`src/rtl/wb_port_arb.sv`:
```
// Write-port arbiter for the register file: the MEM/WB pipeline write always wins,
// and long-latency results wait in a small in-order queue until a slot is free.
module wb_port_arb #(
    parameter int DATA_W       = 32,
    parameter int ADDR_W       = 5,
    parameter int DEPTH        = 2,
    parameter int STARVE_LIMIT = 4
) (
    input  logic                         clk,
    input  logic                         rst,
    input  logic                         pipe_we_i,
    input  logic [ADDR_W-1:0]            pipe_waddr_i,
    input  logic [DATA_W-1:0]            pipe_wdata_i,
    input  logic                         lu_valid_i,
    output logic                         lu_ready_o,
    input  logic [ADDR_W-1:0]            lu_waddr_i,
    input  logic [DATA_W-1:0]            lu_wdata_i,
    output logic                         rf_we_o,
    output logic [ADDR_W-1:0]            rf_waddr_o,
    output logic [DATA_W-1:0]            rf_wdata_o,
    output logic                         stall_o,
    output logic [$clog2(DEPTH+0):0]     pending_o
);

    localparam int PTR_W = $clog2(DEPTH);
    localparam int CNT_W = PTR_W + 1;
    localparam int STV_W = $clog2(STARVE_LIMIT + 1);

    logic [ADDR_W-1:0] addr_q [DEPTH];
    logic [DATA_W-1:0] data_q [DEPTH];
    logic [DEPTH-1:0]  kill_q, kill_d;
    logic [PTR_W-1:0]  head_q, head_d, tail_q, tail_d;
    logic [CNT_W-1:0]  count_q, count_d;
    logic [STV_W-1:0]  starve_q, starve_d;
    logic              stall_q, stall_d;
    logic              rf_we_q, rf_we_d;
    logic [ADDR_W-1:0] rf_waddr_q, rf_waddr_d;
    logic [DATA_W-1:0] rf_wdata_q, rf_wdata_d;

    logic pipe_busy, head_valid, head_dead, head_hit;
    logic push, pop, drain, waiting;

    assign pipe_busy  = pipe_we_i && (pipe_waddr_i != '0);
    assign lu_ready_o = (count_q < CNT_W'(DEPTH));
    assign push       = lu_valid_i && lu_ready_o && (lu_waddr_i != '0);
    assign head_valid = (count_q != '0);
    assign head_dead  = head_valid && kill_q[head_q];
    // A busy pipe write to the head's register kills it now; it must not count as starving.
    assign head_hit   = pipe_busy && (addr_q[head_q] == pipe_waddr_i);
    assign drain      = head_valid && !head_dead && !pipe_busy;
    assign pop        = drain || head_dead;
    assign waiting    = head_valid && !head_dead && !drain && !head_hit;

    always_comb begin
        // NOTE: every combinational output gets a default first so no path infers a latch.
        kill_d     = kill_q;
        head_d     = head_q;
        tail_d     = tail_q;
        count_d    = count_q;
        starve_d   = '0;
        rf_we_d    = 1'b0;
        rf_waddr_d = rf_waddr_q;
        rf_wdata_d = rf_wdata_q;

        if (pipe_busy) begin
            for (int i = 0; i < DEPTH; i++) begin
                if (addr_q[i] == pipe_waddr_i) kill_d[i] = 1'b1;
            end
        end
        if (push) begin
            kill_d[tail_q] = pipe_busy && (lu_waddr_i == pipe_waddr_i);
            tail_d         = tail_q + PTR_W'(1);
        end
        if (pop) head_d = head_q + PTR_W'(1);

        case ({push, pop})
            2'b10:   count_d = count_q + CNT_W'(1);
            2'b01:   count_d = count_q - CNT_W'(1);
            default: count_d = count_q;
        endcase

        if (pipe_busy) begin
            rf_we_d    = 1'b1;
            rf_waddr_d = pipe_waddr_i;
            rf_wdata_d = pipe_wdata_i;
        end else if (drain) begin
            rf_we_d    = 1'b1;
            rf_waddr_d = addr_q[head_q];
            rf_wdata_d = data_q[head_q];
        end

        if (waiting) begin
            starve_d = (starve_q == STV_W'(STARVE_LIMIT)) ? starve_q : starve_q + STV_W'(1);
        end
        stall_d = (starve_d == STV_W'(STARVE_LIMIT));
    end

    // NOTE: state registers use non-blocking assignments so every flop samples pre-edge values.
    always_ff @(posedge clk) begin
        if (rst) begin
            kill_q     <= '0;
            head_q     <= '0;
            tail_q     <= '0;
            count_q    <= '0;
            starve_q   <= '0;
            stall_q    <= 1'b0;
            rf_we_q    <= 1'b0;
            rf_waddr_q <= '0;
            rf_wdata_q <= '0;
        end else begin
            kill_q     <= kill_d;
            head_q     <= head_d;
            tail_q     <= tail_d;
            count_q    <= count_d;
            starve_q   <= starve_d;
            stall_q    <= stall_d;
            rf_we_q    <= rf_we_d;
            rf_waddr_q <= rf_waddr_d;
            rf_wdata_q <= rf_wdata_d;
        end
    end

    // NOTE: queue payload is not reset; occupancy and kill bits alone decide what is live.
    always_ff @(posedge clk) begin
        if (push) begin
            addr_q[tail_q] <= lu_waddr_i;
            data_q[tail_q] <= lu_wdata_i;
        end
    end

    assign rf_we_o    = rf_we_q;
    assign rf_waddr_o = rf_waddr_q;
    assign rf_wdata_o = rf_wdata_q;
    assign stall_o    = stall_q;
    assign pending_o  = count_q;

endmodule
```
`config.mk`:
```
export PLATFORM = sky130hd
export DESIGN_NAME = wb_port_arb
export DESIGN_NICKNAME = d
export VERILOG_FILES = /design/src/rtl/wb_port_arb.sv
export SDC_FILE = /design/constraint.sdc
export NUM_CORES = 1
export LEC_CHECK = 0
export BUFFER_PORTS_ARGS = -buffer_cell sky130_fd_sc_hd__clkbuf_2
export CAP_MARGIN = 10
export CORE_MARGIN = 3
export CORE_UTILIZATION = 45
export CTS_BUF_LIST = sky130_fd_sc_hd__clkbuf_4 sky130_fd_sc_hd__clkbuf_8 sky130_fd_sc_hd__clkbuf_16
export DETAILED_ROUTE_END_ITERATION = 12
export PLACE_DENSITY_LB_ADDON = 0.2
export RECOVER_POWER = 50
export SYNTH_ARGS = -nofsm -noshare
export SYNTH_HDL_FRONTEND = slang
export SYNTH_SLANG_ARGS = --single-unit
```
`constraint.sdc`:
```
create_clock -name clk -period 4.5 [get_ports clk]
set_clock_uncertainty 0.1 [all_clocks]
set_input_delay 0 -clock clk [delete_from_list [all_inputs] [get_ports clk]]
set_output_delay 0 -clock clk [all_outputs]
set_load 0.02 [all_outputs]
```
==> results of run 1 <==
-- metal layers --
metal	global-route usage, %	share of wire [%]
met1	23.6	44
met2	35.4	51
met3	5.12	4.6
met4	6.09	1.0
met5	0	0
-- critical path, stage by stage --
cell and delay [ps]:
dlygate4sd3_1 530, clkbuf_2 180, or4_4 580, o21a_1 190
clkbuf_1 730, a21oi_4 400, ha_1 300, or3_1 350
a21oi_1 140
-- cell families after synthesis --
family / Yosys count
muxes: 39
buffers and inverters: 35
adders and majority gates: 3
AOI/OAI and AO/OA: 87
and+or+nand+nor: 103
DFF: 123
xor gates and xnor gates: 24
-- stage by stage --
stage	util, %	setup slack (ps)
after floorplan	-	1460
after global placement	52.2	2050
after detailed placement	52.2	1980
after global routing	64.3	1100
final	64.3	1320
after CTS	65.2	1960
-- layout by cell type (no fill, tap or decap), types with 9 or more instances in the layout --
cell,count
xor2_1,10
dfxtp_1,48
edfxtp_1,74
o211ai_1,38
nand2_1,74
clkbuf_16,17
clkbuf_2,49
a21oi_1,40
xnor2_1,14
nor2_1,9
dlygate4sd3_1,79
clkbuf_1,70
mux2i_1,39
-- state kept, by name, indices dropped and copies added, names as in the netlist, named ones only --
register and cells:
tail_q 1, rf_waddr_o 5, addr_q 10, stall_o 1, data_q 64, starve_q 3, head_q 1, rf_we_o 1
rf_wdata_o 32, kill_q 2, pending_o 2
-- power by group --
group	total, W	switching [W]	internal, W
logic	0.00107	0.000668	0.000407
registers	0.00154	0.000105	0.00143
clock network	0.00146	0.000475	0.000980
total	0.00406	0.00125	0.00282
-- layout make-up --
type / count / area share, %
well taps: 140 / 2.49
clock buffers: 18 / 6.15
inverters: 5 / 0.267
flip-flops and latches: 123 / 45.5
clock inverters: 14 / 2.86
multi-input cells: 256 / 23.6
repair buffers: 204 / 19.0
-- worst paths after layout --
kind / to / startpoint / slack [ps]
worst min register to register: pending_o[1] / pending_o[1] / 420
worst max register to register: rf_wdata_o[11] / head_q / 1960
worst min-delay path: head_q / rst / 60
worst max-delay path: pending_o[1] / pipe_waddr_i[1] / 1320
-- repair_timing --
action,CTS,global route
gates resized for setup,0,0
endpoints found under the hold margin,111,0
hold buffers,79,0
==> qor.yml, run 1 <==
final_layout:
  antenna_cells: 0
  multiInputGateArea_um2: 1660
  layout-drive-gt1-share_pct: 14.7
  fin_nets: 688
  seqCellArea_um2: 3200
  nFillCells: 880
  fin_area_um2: 7040
  area_delta_synth_final_pct: 39.0
  final_cells: 760
yosys:
  yosys.area.top_type: "edfxtp_1"
  yosys_warnings: 0
  synth_top_family_by_area: "compound AO/OA/AOI/OAI gates"
  seq_area_frac_synth_pct: 63.3
  synthCells: 414
  synthMuxAreaShare_pct: 7.71
  synth-async-reset-ratio_pct: 0
  synth_common_cells: "74 x edfxtp_1, 74 x nand2_1, 49 x dfxtp_1"
  synth-xor-area-share_pct: 4.15
  synthTopCellsByArea: "edfxtp_1 44%, dfxtp_1 19%, mux2i_1 7.7%"
  synthSimpleGateAreaFrac_pct: 8.57
  synth_compound_area_share_pct: 11.1
  synth_seq_cells: 123
  ys_types: 36
  synth_top_area_share_pct: 43.9
  postSynthAreaPerCell_um2: 12.2
  syn_area_um2: 5060
  synthAdderAreaFrac_pct: 0.741
  synth_ff_type: "edfxtp_1"
  syn_nets: 495
  synth_edf_count: 74
clock_tree:
  clk_latency_ps: 400
  cts_max_path_buffers: 2
  post_cts_buffers: 0
  htreeDepth: 4
  clock-root-buffer: "clkbuf_16"
  clock-sinks: 123
  clk_pin_slew_ps: 50
  cts_tree: "built"
  numCtsBuffers: 17
die:
  die_y_um: 112
  io_pins: 120
  die_area_um2: 12600
  fp-row-count: 38
  core_area_um2: 10900
  fp.dieW_um: 112
  start_util_pct: 46.3
sta:
  setup_viol: 0
  timing.hold.ws_ps: 56.8
  fin_tns_setup_ps: 0
  slew_headroom_pct: -28.9
  worstMarginPinSlew_ps: 1930
  rsz0062_at_grt: "no"
  hold_viol: 0
  period_minus_slack_ps: 3180
  fmax_ghz: 0.314
  slew_viol_final: 37
  period_share_pct: 70.7
route:
  initialDrtViolationCount: 214
  drc: 0
  vias: 3848
  wirelength_um: 12000
  dr.pass1.iters: 4
  avgRoutedWirePerCell_um: 15.9
  antenna_left: 0
  viasPerCell: 5.06
power_and_ir_drop:
  p_leak_nw: 2.56
  power.density_nw_per_um2: 578
  power.total_w: 0.00406
  peakVddDrop_mv: 0.281
global_route:
  grt_max_degree: 47
  grt_pass1_wl_um: 19700
  grt_usage_pct: 19.8
  grt_pass1_vias: 4010
  antenna_found_initial: 0
  gr-total-overflow: 0
placed_design:
  gp_congestion: 0.810
  hpwl_um: 7020
  dp_cells: 649
  io_buffers: 119
  placed_cell_area_um2: 5700
critical_path:
  cp-start-kind: "input pin"
  endpoint_kind: "flip-flop"
  required_ps: 4730
  worstPathArrival_ps: 3410
  crit_type: "in -> reg"
  critical_path.max_fanout: 36
  r2r_cells: 6
outcome:
  violations: "capacitance limit, slew limit"
  outcome: "finished with violations"
hold_path:
  hold_class: "in -> reg"
  hold_path_depth: 3
run:
  drv_cap: 1
(Power assumes the default switching activity.)
==> inputs of run 2 (changes only) <==
--- a/config.mk
+++ b/config.mk
@@ -5,6 +5,7 @@
 export SDC_FILE = /design/constraint.sdc
 export NUM_CORES = 1
 export LEC_CHECK = 0
+export ABC_AREA = 1
 export BUFFER_PORTS_ARGS = -buffer_cell sky130_fd_sc_hd__clkbuf_2
 export CAP_MARGIN = 10
 export CORE_MARGIN = 3
==> constraint.sdc (replaced) <==
create_clock -name clk -period 3.3 [get_ports clk]
set_clock_uncertainty 0.1 [all_clocks]
set_input_delay 0 -clock clk [delete_from_list [all_inputs] [get_ports clk]]
set_output_delay 0 -clock clk [all_outputs]
set_load 0.02 [all_outputs]
==> qor.yml, run 2 <==
outcome:
  outcome: "finished clean"
sta:
  slew_headroom_pct: 16.9  # +46 points
  setup_viol: 0  # unchanged
  period_minus_slack_ps: 2380
  fmax_ghz: 0.421
  fin_tns_setup_ps: 0  # unchanged
  slew_viol_final: 0  # -100%
  hold_viol: 0  # unchanged
  rsz0062_at_grt: "no"
  worstMarginPinSlew_ps: 1250  # -686 ps
  period_share_pct: 72.0
clock_tree:
  cts-resized-gates: 0  # unchanged
  cts_max_path_buffers: 2  # unchanged
  numCtsBuffers: 17  # unchanged
  clock-root-buffer: "clkbuf_16"
  cts_tree: "built"
  clk_latency_ps: 410  # about the same
  clock-sinks: 123  # unchanged
  htreeDepth: 4  # unchanged
  clk_pin_slew_ps: 50  # about the same
final_layout:
  fin_area_um2: 7380  # +4.9%
  top_register: "data_q"
  largest_reg_flops: 64  # unchanged
  antenna_cells: 0  # unchanged
  final_common_cell: "nand2_1"
  area_delta_synth_final_pct: 34.5
  fin_nets: 872  # +27%
  multiInputGateArea_um2: 1830  # +9.9%
  seqCellArea_um2: 3200  # unchanged
  nFillCells: 966  # +9.8%
  layout-drive-gt1-share_pct: 12.7  # -2.0 points
  mostFrequentLayoutCells: "207 x nand2_1, 102 x nand3_1, 78 x dlygate4sd3_1"
critical_path:
  crit_type: "in -> reg"
  cp-start-kind: "input pin"
  cpMostUsedCell: "clkbuf_1"
  endpoint_kind: "flip-flop"
  required_ps: 3540  # -1190 ps
  cp_top_family: "buffers and inverters"
  critical_path.max_fanout: 25  # -31%
  worstPathArrival_ps: 2610  # -800 ps
  path_cells: "dlygate4sd3_1 > clkbuf_1 > inv_1 > clkbuf_1 > o21ai_0 > a21oi_1"
  cp_slowest_stage_delay_ps: 980  # +250 ps
  slowest_stage: "clkbuf_1"
  crit_buf_inv: 4  # +1
yosys:
  synth_top_family_by_area: "simple AND/OR/NAND/NOR gates"
  synth_common_cells: "207 x nand2_1, 102 x nand3_1, 74 x edfxtp_1"
  syn_area_um2: 5490  # +8.4%
  synth_most_common_cell: "nand2_1"
  synthCells: 602  # +45%
  synth_top_area_share_pct: 40.5  # -3.4 points
  seq_area_frac_synth_pct: 58.4  # -4.9 points
  synthAdderAreaFrac_pct: 0.684  # -0.057 points
  ys_types: 34  # -5.6%
  synthSimpleGateAreaFrac_pct: 27.6  # +19 points
  synth_compound_area_share_pct: 2.44  # -8.7 points
  syn_nets: 683  # +38%
  yosys_warnings: 0  # unchanged
  postSynthAreaPerCell_um2: 9.11  # -25%
  synth-async-reset-ratio_pct: 0  # unchanged
  synth_seq_cells: 123  # unchanged
  synthMuxAreaShare_pct: 0.182  # -7.5 points
  synthTopCellsByArea: "edfxtp_1 41%, dfxtp_1 18%, nand2_1 14%"
  synth-xor-area-share_pct: 2.39  # -1.8 points
  synth_edf_count: 74  # unchanged
  yosys.area.top_type: "edfxtp_1"
  synth_ff_type: "edfxtp_1"
global_route:
  met1_usage_pct: 25.3  # +1.8 points
  globalRoute.busiestLayer: "met2"
  grt_pass1_vias: 4498  # +12%
  grt_pass1_wl_um: 21700  # +10%
  grt_usage_pct: 21.1  # +1.3 points
  met2_usage_pct: 36.6  # +1.2 points
  use_met3_pct: 5.13  # +0.0082 points
  grt_max_degree: 76  # +62%
  gr-total-overflow: 0  # unchanged
  antenna_found_initial: 0  # unchanged
die:
  die_area_um2: 13600  # +7.9%
  core_area_um2: 11700  # +6.6%
  fp-row-count: 39  # +2.6%
  io_pins: 120  # unchanged
  fp.dieW_um: 116  # +3.9%
  die_y_um: 116  # +3.9%
  start_util_pct: 47.0  # +0.74 points
power_and_ir_drop:
  p_leak_nw: 3.30  # +29%
  peakVddDrop_mv: 0.410  # +46%
  power.density_nw_per_um2: 745  # +29%
route:
  vias: 4659  # +21%
  viasPerCell: 4.92  # -2.8%
  antenna_left: 0  # unchanged
  initialDrtViolationCount: 349  # +63%
  drc: 0  # unchanged
  dr.pass1.iters: 7  # +3
  avgRoutedWirePerCell_um: 14.6  # -8.2%
  wirelength_um: 13800  # +14%
placed_design:
  placed_cell_area_um2: 6070  # +6.4%
  hpwl_um: 8330  # +19%
  io_buffers: 119  # unchanged
  gp_congestion: 0.808  # -0.15%
run:
  drv_cap: 0  # -1
hold_path:
  hold_class: "in -> reg"
==> run 2: changes by cell type in the layout (fill, tap and decap cells not counted), moves of 12 or more <==
| cell | previous run | this run |
|---|---|---|
| nand3_1 | 2 | 102 |
| a21oi_1 | 40 | 7 |
| inv_1 | 5 | 49 |
| nor2_1 | 9 | 21 |
| nand2_1 | 74 | 207 |
| o211ai_1 | 38 | 1 |
| mux2i_1 | 39 | 1 |
==> run 2: kinds of logic (layout without fill, tap and decap cells) <==
kind of cell	after synthesis	after routing
flip-flops	123	123
AND/OR/NAND/NOR	346	346
XOR/XNOR	15	15
multiplexers	1	1
adder cells (fa/ha/maj)	3	3
buffers and inverters	90	292
AO/OA/AOI/OAI	24	24
==> run 2: area by class of cell <==
type                            count  area share (%)
Multi-Input combinational cell    389            24.8
Tap cell                          143            2.42
Sequential cell                   123            43.4
Inverter                           57            2.93
Clock buffer                       23            6.55
Clock inverter                      9            1.93
Timing Repair Buffer              203            17.9
==> run 2: per-layer routing <==
layer	up-vias	wire (um)
li1	2340	-
met1	2155	5750
met2	140	7070
met3	24	689
met4	0	279
met5	-	0
==> run 2: through the flow <==
step | cells | util [%] | worst slack, ps | hold slack (ps) | total power (W)
after global placement | 837 | 52.0 | 1370 | 89.6 | 0.00349
final | 947 | 63.3 | 924 | 110 | 0.00549
after floorplan | 602 | - | 1360 | -30.9 | 0.00313
after detailed placement | 837 | 52.0 | 1330 | 93.6 | 0.00353
after global routing | 947 | 63.3 | 705 | 146 | 0.00581
after CTS | 947 | 64.1 | 1230 | 88.0 | 0.00556
==> run 2: power breakdown <==
group	total, W	switching [W]	internal, W
Clock	0.00195	0.000627	0.00133
Sequential	0.00203	0.000117	0.00191
Combinational	0.00151	0.00106	0.000449
==> run 2: final timing paths <==
kind,from,slack (ps),end,depth (start not counted)
setup / recovery,rst,920,pending_o[1],6
hold / removal,pipe_waddr_i[4],110,kill_q[0],6
setup reg to reg,head_q,1300,rf_wdata_o[4],8
hold reg to reg,rf_wdata_o[0],390,rf_wdata_o[0],2
==> run 2: repair_timing <==
action,4_1_cts,5_1_grt
hold buffers,78,0
endpoints found under the hold margin,118,0
setup buffers,0,0
==> run 2: worst reg2reg max path, cell delays in order (launching register included) <==
cell and delay, ps:
dfxtp_1 390, nand2_1 80, o21ai_2 100, nand2_4 340, inv_4 470, nand3_1 190, nand3_1 130, nand2_1 50
inv_1 90
